File: src/rtl/a5_pkg.sv
// Shared definitions for the A5 burst controller.
// Holds the controller state encoding and the key/frame/keystream sizing
// constants used by the controller and its keystream deserializer.
package a5_pkg;

  localparam int unsigned KEY_BITS     = 64;
  localparam int unsigned FN_BITS      = 22;
  localparam int unsigned BLK_BITS     = 114;
  localparam int unsigned KS_BITS      = 228;
  localparam int unsigned DONE_TIMEOUT = 120;

  typedef enum logic [2:0] {
    IDLE,
    CRST,
    START,
    LOADKEY,
    LOADFN,
    WAITDONE,
    COLLECT,
    FIN
  } state_e;

endpackage

File: src/rtl/a5_ks_deser.sv
// Keystream deserializer: shifts the core's serial keystream into the
// downlink (first 114 bits) and uplink (next 114 bits) blocks.
// Ports:
//   clk, rst      - clock and synchronous active-high reset (clears all)
//   bit_in        - serial keystream bit from the core
//   enable        - capture bit_in at the current index and advance it
//   clear         - rewind the index to 0 (blocks keep their contents)
//   ks_dl, ks_ul  - captured blocks, bit 0 is the earliest bit
//   last          - high in the cycle that captures the final bit
module a5_ks_deser
  import a5_pkg::*;
(
  input  logic                clk,
  input  logic                rst,
  input  logic                bit_in,
  input  logic                enable,
  input  logic                clear,
  output logic [BLK_BITS-1:0] ks_dl,
  output logic [BLK_BITS-1:0] ks_ul,
  output logic                last
);

  logic [7:0]          idx_q, idx_d;
  logic [BLK_BITS-1:0] dl_q, dl_d;
  logic [BLK_BITS-1:0] ul_q, ul_d;
  logic [6:0]          ul_idx;

  always_comb begin
    idx_d  = idx_q;
    dl_d   = dl_q;
    ul_d   = ul_q;
    ul_idx = 7'(idx_q - 8'(BLK_BITS));
    if (clear) begin
      idx_d = '0;
    end else if (enable) begin
      if (idx_q < 8'(BLK_BITS)) begin
        dl_d[idx_q[6:0]] = bit_in;
      end else if (idx_q < 8'(KS_BITS)) begin
        ul_d[ul_idx] = bit_in;
      end
      idx_d = idx_q + 8'd1;
    end
  end

  always_ff @(posedge clk) begin
    if (rst) begin
      idx_q <= '0;
      dl_q  <= '0;
      ul_q  <= '0;
    end else begin
      idx_q <= idx_d;
      dl_q  <= dl_d;
      ul_q  <= ul_d;
    end
  end

  assign ks_dl = dl_q;
  assign ks_ul = ul_q;
  assign last  = enable && !clear && (idx_q == 8'(KS_BITS - 1));

endmodule

File: src/rtl/a5_burst_ctrl.sv
// A5 burst controller: on Start, keys an external A5 core with Kc (64 bits,
// LSB of byte 0 first) and Fn (22 bits, Fn[0] first), waits for the core to
// finish keying, then collects 228 keystream bits into Ks_dl / Ks_ul.
// Ports:
//   Clk, Reset          - clock, synchronous active-high reset
//   Start, Kc, Fn       - run request and its key / frame number
//   Busy, Done, Error   - run in progress, success pulse, keying timeout pulse
//   Ks_dl, Ks_ul        - downlink / uplink keystream blocks (bit 0 earliest)
//   Core_Reset_n, Core_Startloading, Core_Keybit  - drive to the A5 core
//   Core_Bitout, Core_Doneloading                 - returns from the A5 core
module a5_burst_ctrl
  import a5_pkg::*;
(
  input  logic                Clk,
  input  logic                Reset,
  input  logic                Start,
  input  logic [KEY_BITS-1:0] Kc,
  input  logic [FN_BITS-1:0]  Fn,
  output logic                Busy,
  output logic                Done,
  output logic                Error,
  output logic [BLK_BITS-1:0] Ks_dl,
  output logic [BLK_BITS-1:0] Ks_ul,
  output logic                Core_Reset_n,
  output logic                Core_Startloading,
  output logic                Core_Keybit,
  input  logic                Core_Bitout,
  input  logic                Core_Doneloading
);

  state_e              state_q, state_d;
  logic [6:0]          cnt_q, cnt_d;
  logic [KEY_BITS-1:0] kc_q, kc_d;
  logic [FN_BITS-1:0]  fn_q, fn_d;
  logic                error_q, error_d;
  logic                cap_en, cap_clr, cap_last;

  always_comb begin
    state_d = state_q;
    kc_d    = kc_q;
    fn_d    = fn_q;
    error_d = 1'b0;
    cap_en  = 1'b0;
    cap_clr = 1'b0;
    case (state_q)
      // A Start coinciding with the Error pulse (state already IDLE) is dropped.
      IDLE: begin
        if (Start && !error_q) begin
          kc_d    = Kc;
          fn_d    = Fn;
          state_d = CRST;
        end
      end
      CRST: begin
        cap_clr = 1'b1;
        state_d = START;
      end
      START: state_d = LOADKEY;
      LOADKEY: begin
        if (cnt_q == 7'(KEY_BITS - 1)) state_d = LOADFN;
      end
      LOADFN: begin
        if (cnt_q == 7'(FN_BITS - 1)) state_d = WAITDONE;
      end
      // The cycle that first shows Doneloading already carries keystream bit 0.
      WAITDONE: begin
        if (Core_Doneloading) begin
          cap_en  = 1'b1;
          state_d = COLLECT;
        end else if (cnt_q == 7'(DONE_TIMEOUT - 1)) begin
          error_d = 1'b1;
          state_d = IDLE;
        end
      end
      COLLECT: begin
        cap_en = 1'b1;
        if (cap_last) state_d = FIN;
      end
      FIN:     state_d = IDLE;
      default: state_d = IDLE;
    endcase

    if (state_d != state_q) begin
      cnt_d = '0;
    end else if (state_q == LOADKEY || state_q == LOADFN || state_q == WAITDONE) begin
      cnt_d = cnt_q + 7'd1;
    end else begin
      cnt_d = '0;
    end
  end

  always_ff @(posedge Clk) begin
    if (Reset) begin
      state_q <= IDLE;
      cnt_q   <= '0;
      kc_q    <= '0;
      fn_q    <= '0;
      error_q <= 1'b0;
    end else begin
      state_q <= state_d;
      cnt_q   <= cnt_d;
      kc_q    <= kc_d;
      fn_q    <= fn_d;
      error_q <= error_d;
    end
  end

  always_comb begin
    Core_Keybit = 1'b0;
    case (state_q)
      LOADKEY: Core_Keybit = kc_q[cnt_q[5:0]];
      LOADFN:  Core_Keybit = fn_q[cnt_q[4:0]];
      default: Core_Keybit = 1'b0;
    endcase
  end

  assign Busy              = (state_q != IDLE);
  assign Done              = (state_q == FIN);
  assign Error             = error_q;
  assign Core_Startloading = (state_q == START);
  // Core is held in reset during our reset, before keying, and after each run ends.
  assign Core_Reset_n      = !(Reset || state_q == CRST || state_q == FIN || error_q);

  a5_ks_deser u_deser (
    .clk    (Clk),
    .rst    (Reset),
    .bit_in (Core_Bitout),
    .enable (cap_en),
    .clear  (cap_clr),
    .ks_dl  (Ks_dl),
    .ks_ul  (Ks_ul),
    .last   (cap_last)
  );

endmodule

File: config.mk
export PLATFORM = sky130hd
export DESIGN_NAME = a5_burst_ctrl
export DESIGN_NICKNAME = d
export VERILOG_FILES = /design/src/rtl/a5_pkg.sv /design/src/rtl/a5_ks_deser.sv /design/src/rtl/a5_burst_ctrl.sv
export SDC_FILE = /design/constraint.sdc
export NUM_CORES = 1
export LEC_CHECK = 0
export CAP_MARGIN = 20
export CORE_ASPECT_RATIO = 2
export CORE_UTILIZATION = 55
export CTS_CLUSTER_DIAMETER = 60
export DETAILED_ROUTE_END_ITERATION = 10
export PLACE_DENSITY = 0.84
export SLEW_MARGIN = 40
export SYNTH_ARGS = -nofsm -noshare
export SYNTH_HDL_FRONTEND = slang
export SYNTH_HIERARCHICAL = 1
export SYNTH_SLANG_ARGS = --single-unit
File: constraint.sdc
create_clock -name Clk -period 3.63 [get_ports Clk]
set_input_delay 0.363 -clock Clk [delete_from_list [all_inputs] [get_ports Clk]]
set_output_delay 0.363 -clock Clk [all_outputs]
set_load 0.1 [all_outputs]
==> results of run 1 <==
-- metal layers --
metal | vias to the layer above | share of wire
met5 | - | 0
met4 | 0 | 0.062
met3 | 115 | 0.049
met2 | 387 | 0.52
met1 | 6154 | 0.37
li1 | 6330 | -
-- cell type report --
type	count	area (sq um)	area share
antenna	2	5.005	0.0002713
clock buffer	38	809.5	0.04389
clock inverter	13	127.6	0.006919
inverter	9	33.78	0.001831
multi-input combinational	1175	7863	0.4262
sequential	333	6668	0.3615
tap	348	435.4	0.02360
timing repair buffer	364	2505	0.1358
-- sequential cells by signal, summed over array words and instances, names as in the netlist --
signal and cells:
state_q 3, u_deser/ks_dl 114, fn_q 22, Error 1, u_deser/ks_ul 114, u_deser/idx_q 8, cnt_q 7, kc_q 64
-- kinds of logic after synthesis --
logic type / share of synthesized area
AOI/OAI and AO/OA: 0.1573
adders and majority gates: 0.002474
muxes: 0.1109
DFF: 0.4393
buffers and inverters: 0.05220
and+or+nand+nor: 0.2325
xor gates and xnor gates: 0.005195
-- worst max path at each step --
stage                              from                        endpoint  slack [ns]  depth (start not counted)
detailed placement     Core_Doneloading             cnt_q[4]$_SDFF_PP0_        0.70                         11
global placement       Core_Doneloading  u_deser/ks_dl[66]$_SDFFE_PP0P_        0.64                         10
finish              cnt_q[0]$_SDFF_PP0_                     Core_Keybit        0.39                          6
global route        cnt_q[0]$_SDFF_PP0_                     Core_Keybit        0.25                          6
CTS                 cnt_q[0]$_SDFF_PP0_                     Core_Keybit        0.34                          6
floorplan           cnt_q[0]$_SDFF_PP0_                     Core_Keybit        0.32                          8
-- metrics by stage --
step / power, mW / area [sq um] / hold slack, ns / std cells / worst slack (ns)
floorplan: 4.136 / 15180 / 0.4329 / 1691 / 0.3172
global placement: 4.306 / 18540 / 0.4410 / 2227 / 0.6405
detailed placement: 4.318 / 17450 / 0.4456 / 2228 / 0.7028
CTS: 7.346 / 18390 / 0.3355 / 2279 / 0.3397
global route: 7.554 / 18450 / 0.2754 / 2282 / 0.2502
finish: 7.315 / 18450 / 0.2649 / 2282 / 0.3873
-- layout by cell type (no fill, tap or decap), types with 5 or more instances in the layout --
master and instances:
buf_2 229, clkinv_2 7, o21ai_1 25, clkdlybuf4s50_1 89, o2111ai_2 6, a21oi_1 91, inv_1 9, nand2b_1 125
clkbuf_8 5, o31ai_1 115, a2111oi_4 7, clkbuf_16 29, nand2_1 192, xnor2_1 5, a22oi_1 8, buf_4 36
dfxtp_1 332, nand4_1 22, nand3_2 10, buf_12 7, nand3_1 103, nor2_1 18, o21ai_0 96, mux4_2 14
nor2b_1 125, mux2i_1 131, nor3_1 11
-- power by group --
part           leakage, nW  switching, mW  internal (mW)
Clock                0.463           1.36           1.71
Combinational         4.50          0.273          0.210
Sequential            2.69         0.0388           3.72
Total                 7.65           1.67           5.64
-- worst min-delay path: stages --
cell	delay (ns)
buf_8	0.16
nor2b_1	0.12
o21ai_0	0.08
o31ai_1	0.06
==> flow_summary.toml, run 1 <==
[cts]
post_cts_resized = 0
cts_hold_buf = 0
clk_latency_ns = 0.56
htree_levels = 1
clk_path_buf_depth = 3
cts-root-buf = "clkbuf_16"
cts_tree = "done"
clk_pin_slew_worst_paths_ns = 0.07
cts_sinks = 333
cts_inserted_buffers = 28
post-cts-setup-buffers = 0

[synth]
synth_edf_count = 0
synth.most_common_cell = "dfxtp_1"
yosysSeqAreaShare = 0.4394
ys_top_cells_by_count = "dfxtp_1 (333), nand2_1 (192), mux2i_1 (133)"
yosys.area.top_type = "dfxtp_1"
ys.flop_type = "dfxtp_1"
postSynthCellCount = 1691
synth.avg_cell_area_sq_um = 8.973
synthTopCellsByArea = "dfxtp_1 (44%), mux2i_1 (8.8%), o31ai_1 (5.7%), nand2b_1 (5.2%), nor2b_1 (5.2%)"
synth_area_sq_um = 15170
ys_warn_count = 6
synth-seq-cells = 333
synth_cell_types = 55
synth_nets = 1785
async_flop_share = 0
synth_top_area_share = 0.4394

[cells_and_area]
finalNetCount = 2005
area_growth_pct = 21.57
drive_above_1_share = 0.1993
fillers = 2197
finish.utilization = 0.6829

[power_and_ir_drop]
power_density_nw_per_um2 = 396.5
p_leak_nw = 7.654
max-vdd-ir-drop_mv = 0.3546

[run]
max_cap_viol_count = 0

[placement]
io_buffers = 324
hpwl_um = 28600
place_congestion = 0.8148

[floorplanning]
rows = 85
initial_core_util = 0.5617
die_w_um = 119.4
die_area_sq_um = 28300
core-area_sq_um = 27010
ios = 325
fp.dieH_um = 236.9

[worst_setup_path]
cp-end-kind = "output port"
path_cells = "mux4_2 > mux4_2 > nor2b_1 > o21ai_1 > o211ai_1 > buf_12"
crit_path_start_kind = "register"
crit_arrival_ns = 2.88
cpPeakStageDelay_ns = 0.62
critPathKind = "reg2out"
r2r_setup_slack_ns = 0.87
r2r_start = "u_deser/idx_q[5]$_SDFFE_PP0P_"
worst_path_dominant_cell_family = "multiplexers"
crit_path_top_delay_cell = "dfxtp_2"
cpMostUsedCell = "mux4_2"
cp_num_buf_inv = 1
reg2reg_depth = 5
r2r-end = "u_deser/ks_ul[109]$_SDFFE_PP0P_"
critPathMaxFanout = 15
crit_required_ns = 3.27

[hold_path]
min_to = "u_deser/ks_dl[2]$_SDFFE_PP0P_"
hold_depth = 4
min_path_type = "in2reg"
holdCritStartpoint = "Reset"

[sta]
hold_viol = 0
setup_viol = 0
finalCritPeriodShare = 0.8933
tightest_slew_ns = 0.8136
rsz0062_at_grt = "false"
relSlewSlack = 0.4531
skew_ns = 0.01458
final-max-slew-violation-count = 0
max_freq_mhz = 308.4
period_minus_slack_ns = 3.243
setup_tns_ns = 0

[detailed_routing]
vias_per_cell = 5.691
antenna_left = 0
wl_um = 41820
drc = 0
wire_per_inst_um = 18.33
route.vias.total = 12986
drtPass1Iterations = 5
detailedRoute.firstIterationViolations = 1005

[run_status]
status = "completed"

[grt]
antenna_found_initial = 2
grtUsageMet1 = 0.3138
grt_max_degree = 190
globalRouteMet2Util = 0.5220
grt-busiest-layer = "met2"
grt_util_met3 = 0.04287
grt_first_pass_wirelength_um = 65560
track_usage = 0.2897
first_global_vias = 12575
overflow = 0
No activity file was read; power rests on OpenSTA's default activity.
==> run 2: changes to the inputs <==
--- a/config.mk
+++ b/config.mk
@@ -7,10 +7,11 @@
 export LEC_CHECK = 0
 export CAP_MARGIN = 20
 export CORE_ASPECT_RATIO = 2
-export CORE_UTILIZATION = 55
+export CORE_UTILIZATION = 57
+export CTS_BUF_LIST = sky130_fd_sc_hd__clkbuf_2
 export CTS_CLUSTER_DIAMETER = 60
 export DETAILED_ROUTE_END_ITERATION = 10
-export PLACE_DENSITY = 0.84
+export PLACE_DENSITY = 0.87
 export SLEW_MARGIN = 40
 export SYNTH_ARGS = -nofsm -noshare
 export SYNTH_HDL_FRONTEND = slang
==> flow_summary.toml, run 2 (synthesis gave the netlist of run 1 again) <==
[floorplanning]
fp.dieH_um = 232.7
initial_core_util = 0.5798
die_area_sq_um = 27320
core-area_sq_um = 26170
ios = 325
die_w_um = 117.4
rows = 84

[worst_setup_path]
path_cells = "mux4_2 > mux4_2 > nor2b_1 > o21ai_1 > o211ai_1 > buf_12"
cpMostUsedCell = "mux4_2"
crit_required_ns = 3.27
crit_arrival_ns = 3.15
crit_path_start_kind = "register"
crit_path_top_delay_cell = "mux4_2"
critPathKind = "reg2out"
critPathMaxFanout = 5
cpPeakStageDelay_ns = 0.54
cp_num_buf_inv = 1
cp-end-kind = "output port"
worst_path_dominant_cell_family = "multiplexers"

[sta]
rsz0062_at_grt = "false"
hold_viol = 0
final-max-slew-violation-count = 0
setup_tns_ns = 0
relSlewSlack = 0.4006
setup_viol = 0
skew_ns = 0.04779
period_minus_slack_ns = 3.514
tightest_slew_ns = 0.8991
max_freq_mhz = 284.5
finalCritPeriodShare = 0.9682

[cells_and_area]
finalNetCount = 2133
finish.utilization = 0.7227
fillers = 1920
area_growth_pct = 24.66
layout_common_cells = "dfxtp_1 (330), buf_2 (229), nand2_1 (192)"
final_area_sq_um = 18910
stdcell_count = 2434
drive_above_1_share = 0.2154
layout_commonest_cell = "dfxtp_1"

[cts]
clk_pin_slew_worst_paths_ns = 0.12
cts-root-buf = "clkbuf_2"
cts_inserted_buffers = 71
htree_levels = 3
cts_tree = "done"
clk_path_buf_depth = 3
cts_sinks = 333
clk_latency_ns = 0.96

[grt]
grt_first_pass_wirelength_um = 73040
overflow = 0
track_usage = 0.3391
antenna_found_initial = 1
grt_max_degree = 212
first_global_vias = 14029

[power_and_ir_drop]
p_leak_nw = 8.012
power_density_nw_per_um2 = 347.0
max-vdd-ir-drop_mv = 0.2987
power_mw = 6.562

[detailed_routing]
detailedRoute.firstIterationViolations = 1159
route.vias.total = 14196
drc = 0
vias_per_cell = 5.832
drtPass1Iterations = 6
antenna_left = 0
wl_um = 47230
wire_per_inst_um = 19.40

[run_status]
status = "completed"

[placement]
placed_area_sq_um = 17410
io_buffers = 324
place_congestion = 0.8648
placedCellCount = 2223
hpwl_um = 28590

[hold_path]
min_path_type = "in2reg"

[run]
max_cap_viol_count = 0
run 2: final timing paths:
kind	startpoint	slack, ns	depth (start not counted)	to
setup / recovery	cnt_q[0]$_SDFF_PP0_	0.12	6	Core_Keybit
hold / removal	Core_Doneloading	0.34	4	Error$_SDFF_PP0_
setup reg to reg	state_q[1]$_SDFF_PP0_	0.65	10	cnt_q[4]$_SDFF_PP0_
hold reg to reg	kc_q[30]$_SDFFE_PP0P_	0.46	2	kc_q[30]$_SDFFE_PP0P_
run 2: power by group:
| part | switching, mW | internal [mW] | total, mW |
|---|---|---|---|
| sequential | 0.0426 | 3.72 | 3.76 |
| clock | 1.44 | 0.771 | 2.21 |
| combinational | 0.319 | 0.267 | 0.586 |
run 2: timing repair:
action                                 in CTS  in global routing
endpoints found under the hold margin     101                  0
hold buffers                               87                  0
cloned                                      0                  0
gates resized for setup                     1                  4
buffers inserted                            0                  0
setup endpoints to repair                   1                  1
run 2: through the flow:
stage               hold WS (ns)  setup WS [ns]
finish                    0.3385         0.1156
global route              0.3562       0.002795
CTS                       0.2450        0.03416
detailed placement        0.4466         0.4282
global placement          0.4404         0.5412
floorplan                 0.4329         0.3172
run 2: layout make-up:
type                    count  area [sq um]  share of cell area
diodes                      1         2.502           0.0001323
clock buffers             106         530.5             0.02805
clock inverters            17         67.56            0.003572
inverters                   9         33.78            0.001786
multi-input cells        1175          7861              0.4156
flip-flops and latches    333          6670              0.3526
well taps                 344         430.4             0.02276
repair buffers            449          3318              0.1754
run 2: layer usage:
metal	GRT usage	routed length, um	vias to the layer above	share of wire
met5	0	0	-	0
met4	0.2179	2984	0	0.063
met3	0.08358	3134	189	0.066
met2	0.6189	24530	632	0.52
met1	0.3411	16580	6746	0.35
li1	-	-	6629	-
run 2: tightest hold or removal path, stage by stage:
cell	delay (ns)
clkdlybuf4s50_1	0.53
nand2b_1	0.16
nor2_1	0.07
nor4b_1	0.14
==> run 3: changes to the inputs <==
--- a/config.mk
+++ b/config.mk
@@ -11,6 +11,7 @@
 export CTS_BUF_LIST = sky130_fd_sc_hd__clkbuf_2
 export CTS_CLUSTER_DIAMETER = 60
 export DETAILED_ROUTE_END_ITERATION = 10
+export MAX_ROUTING_LAYER = met4
 export PLACE_DENSITY = 0.87
 export SLEW_MARGIN = 40
 export SYNTH_ARGS = -nofsm -noshare
==> constraint.sdc (replaced) <==
create_clock -name Clk -period 4.1 [get_ports Clk]
set_input_delay 0.41 -clock Clk [delete_from_list [all_inputs] [get_ports Clk]]
set_output_delay 0.41 -clock Clk [all_outputs]
set_load 0.1 [all_outputs]
==> flow_summary.toml, run 3 (synthesis gave the netlist of run 1 again) <==
[run_status]
status = "completed"

[worst_setup_path]
crit_start = "cnt_q[1]$_SDFF_PP0_"
r2r_start = "state_q[1]$_SDFF_PP0_"
r2r_setup_slack_ns = 0.98
critPathKind = "reg2out"
crit_required_ns = 3.69
cpPeakStageDelay_ns = 0.80
crit_path_start_kind = "register"
cp_num_buf_inv = 1
cp-end-kind = "output port"
cp.depth = 6
r2r-end = "cnt_q[6]$_SDFF_PP0_"
path_cells = "mux4_2 > mux4_2 > nor2b_1 > o21ai_1 > o211ai_1 > buf_4"
crit_arrival_ns = 3.38
worst_path_dominant_cell_family = "multiplexers"
crit_path_top_delay_cell = "dfxtp_1"
reg2reg_depth = 10
critPathMaxFanout = 18
cpMostUsedCell = "mux4_2"
endpoint = "Core_Keybit"

[sta]
max_freq_mhz = 264.1
rsz0062_at_grt = "false"
setup_tns_ns = 0
final-max-slew-violation-count = 0
period_minus_slack_ns = 3.786
skew_ns = 0.08913
hold_viol = 0
tightest_slew_ns = 0.8557
relSlewSlack = 0.4295
finalCritPeriodShare = 0.9235
setup_viol = 0

[cells_and_area]
finalNetCount = 2124
layout_common_cells = "dfxtp_1 (331), buf_2 (232), nand2_1 (192)"
area_growth_pct = 24.08
layout_commonest_cell = "dfxtp_1"
drive_above_1_share = 0.2148
finish.utilization = 0.7194

[floorplanning]
die_area_sq_um = 27320
fp.dieH_um = 232.7
ios = 325
rows = 84
die_w_um = 117.4
core-area_sq_um = 26170
initial_core_util = 0.5798

[grt]
track_usage = 0.3381
grt_first_pass_wirelength_um = 71180
grt_max_degree = 246
overflow = 0
first_global_vias = 13752
antenna_found_initial = 4

[detailed_routing]
detailedRoute.firstIterationViolations = 1303
vias_per_cell = 5.830
drc = 0
drtPass1Iterations = 6
antenna_left = 0
route.vias.total = 14131
wire_per_inst_um = 19.44
wl_um = 47120

[cts]
clk_pin_slew_worst_paths_ns = 0.12
cts_tree = "done"
clk_path_buf_depth = 3
clk_latency_ns = 1.00
post-cts-setup-buffers = 0
htree_levels = 3
cts_sinks = 333
cts_inserted_buffers = 71
cts-root-buf = "clkbuf_2"

[run]
max_cap_viol_count = 0

[hold_path]
min_path_type = "in2reg"
holdCritStartpoint = "Kc[39]"

[power_and_ir_drop]
power_mw = 5.808
p_leak_nw = 7.972
max-vdd-ir-drop_mv = 0.3232
power_density_nw_per_um2 = 308.5

[placement]
io_buffers = 324
hpwl_um = 27730
place_congestion = 0.8815
[run 3: cell types whose count changed in the layout (fill, tap and decap cells not counted), sizes merged]
cell         previous run  this run
diode                   1         4
clkinv                 14        10
buf                   272       268
clkbuf                107       108
dlygate4sd3            87        81
[run 3: worst min-delay path by stage]
stage / to / cells after the start
3_5_place_dp: kc_q[44]$_SDFFE_PP0P_ / 2
4_1_cts: kc_q[34]$_SDFFE_PP0P_ / 3
3_3_place_gp: kc_q[42]$_SDFFE_PP0P_ / 2
6_report: kc_q[39]$_SDFFE_PP0P_ / 3
5_1_grt: kc_q[39]$_SDFFE_PP0P_ / 3
2_1_floorplan: fn_q[21]$_SDFFE_PP0P_ / 2
[run 3: final cells by class]
class                           instances  area (sq um)
Tap cell                              344         430.4
Inverter                                9         33.78
Sequential cell                       333          6671
Multi-Input combinational cell       1175          7859
Fill cell                            1927          7343
Clock buffer                          106         530.5
Timing Repair Buffer                  440          3239
Clock inverter                         13         52.55
Antenna cell                            4         10.01
[run 3: power by group]
group | switching, mW | internal (mW) | total [mW]
sequential | 0.0431 | 3.29 | 3.34
clock | 1.27 | 0.678 | 1.95
combinational | 0.283 | 0.235 | 0.519
total | 1.60 | 4.21 | 5.81
[run 3: stage by stage]
stage	hold WS [ns]	instance area, sq um	cells	setup WS, ns
finish	0.08920	18830	2424	0.3137
global route	0.009294	18830	2424	0.09809
CTS	0.008361	18750	2417	0.2178
detailed placement	0.4442	17360	2217	0.7405
global placement	0.4401	18440	2215	0.8501
floorplan	0.4329	15180	1691	0.7402
[run 3: worst reg2reg max path: stages (launching register included)]
cell and delay (ns):
dfxtp_1 0.52, inv_1 0.14, o21ai_0 0.17, and2_1 0.31
nand2b_1 0.46, nor4_1 0.36, nand2b_1 0.14, a2bb2oi_1 0.07
a2bb2oi_1 0.16, a32oi_1 0.51, nor3_1 0.10
[run 3: repair_timing]
| item | CTS | global route |
|---|---|---|
| setup endpoints to repair | 0 | 1 |
| hold buffers | 81 | 0 |
| resized for setup | 0 | 1 |
| endpoints found under the hold margin | 90 | 0 |
[run 3: routing by layer]
metal	wire, um	global-route usage	part of all wire
met2	24260	0.5854	0.51
met4	2894	0.2171	0.061
met1	16920	0.3408	0.36
met5	0	-	0
met3	3049	0.07917	0.065
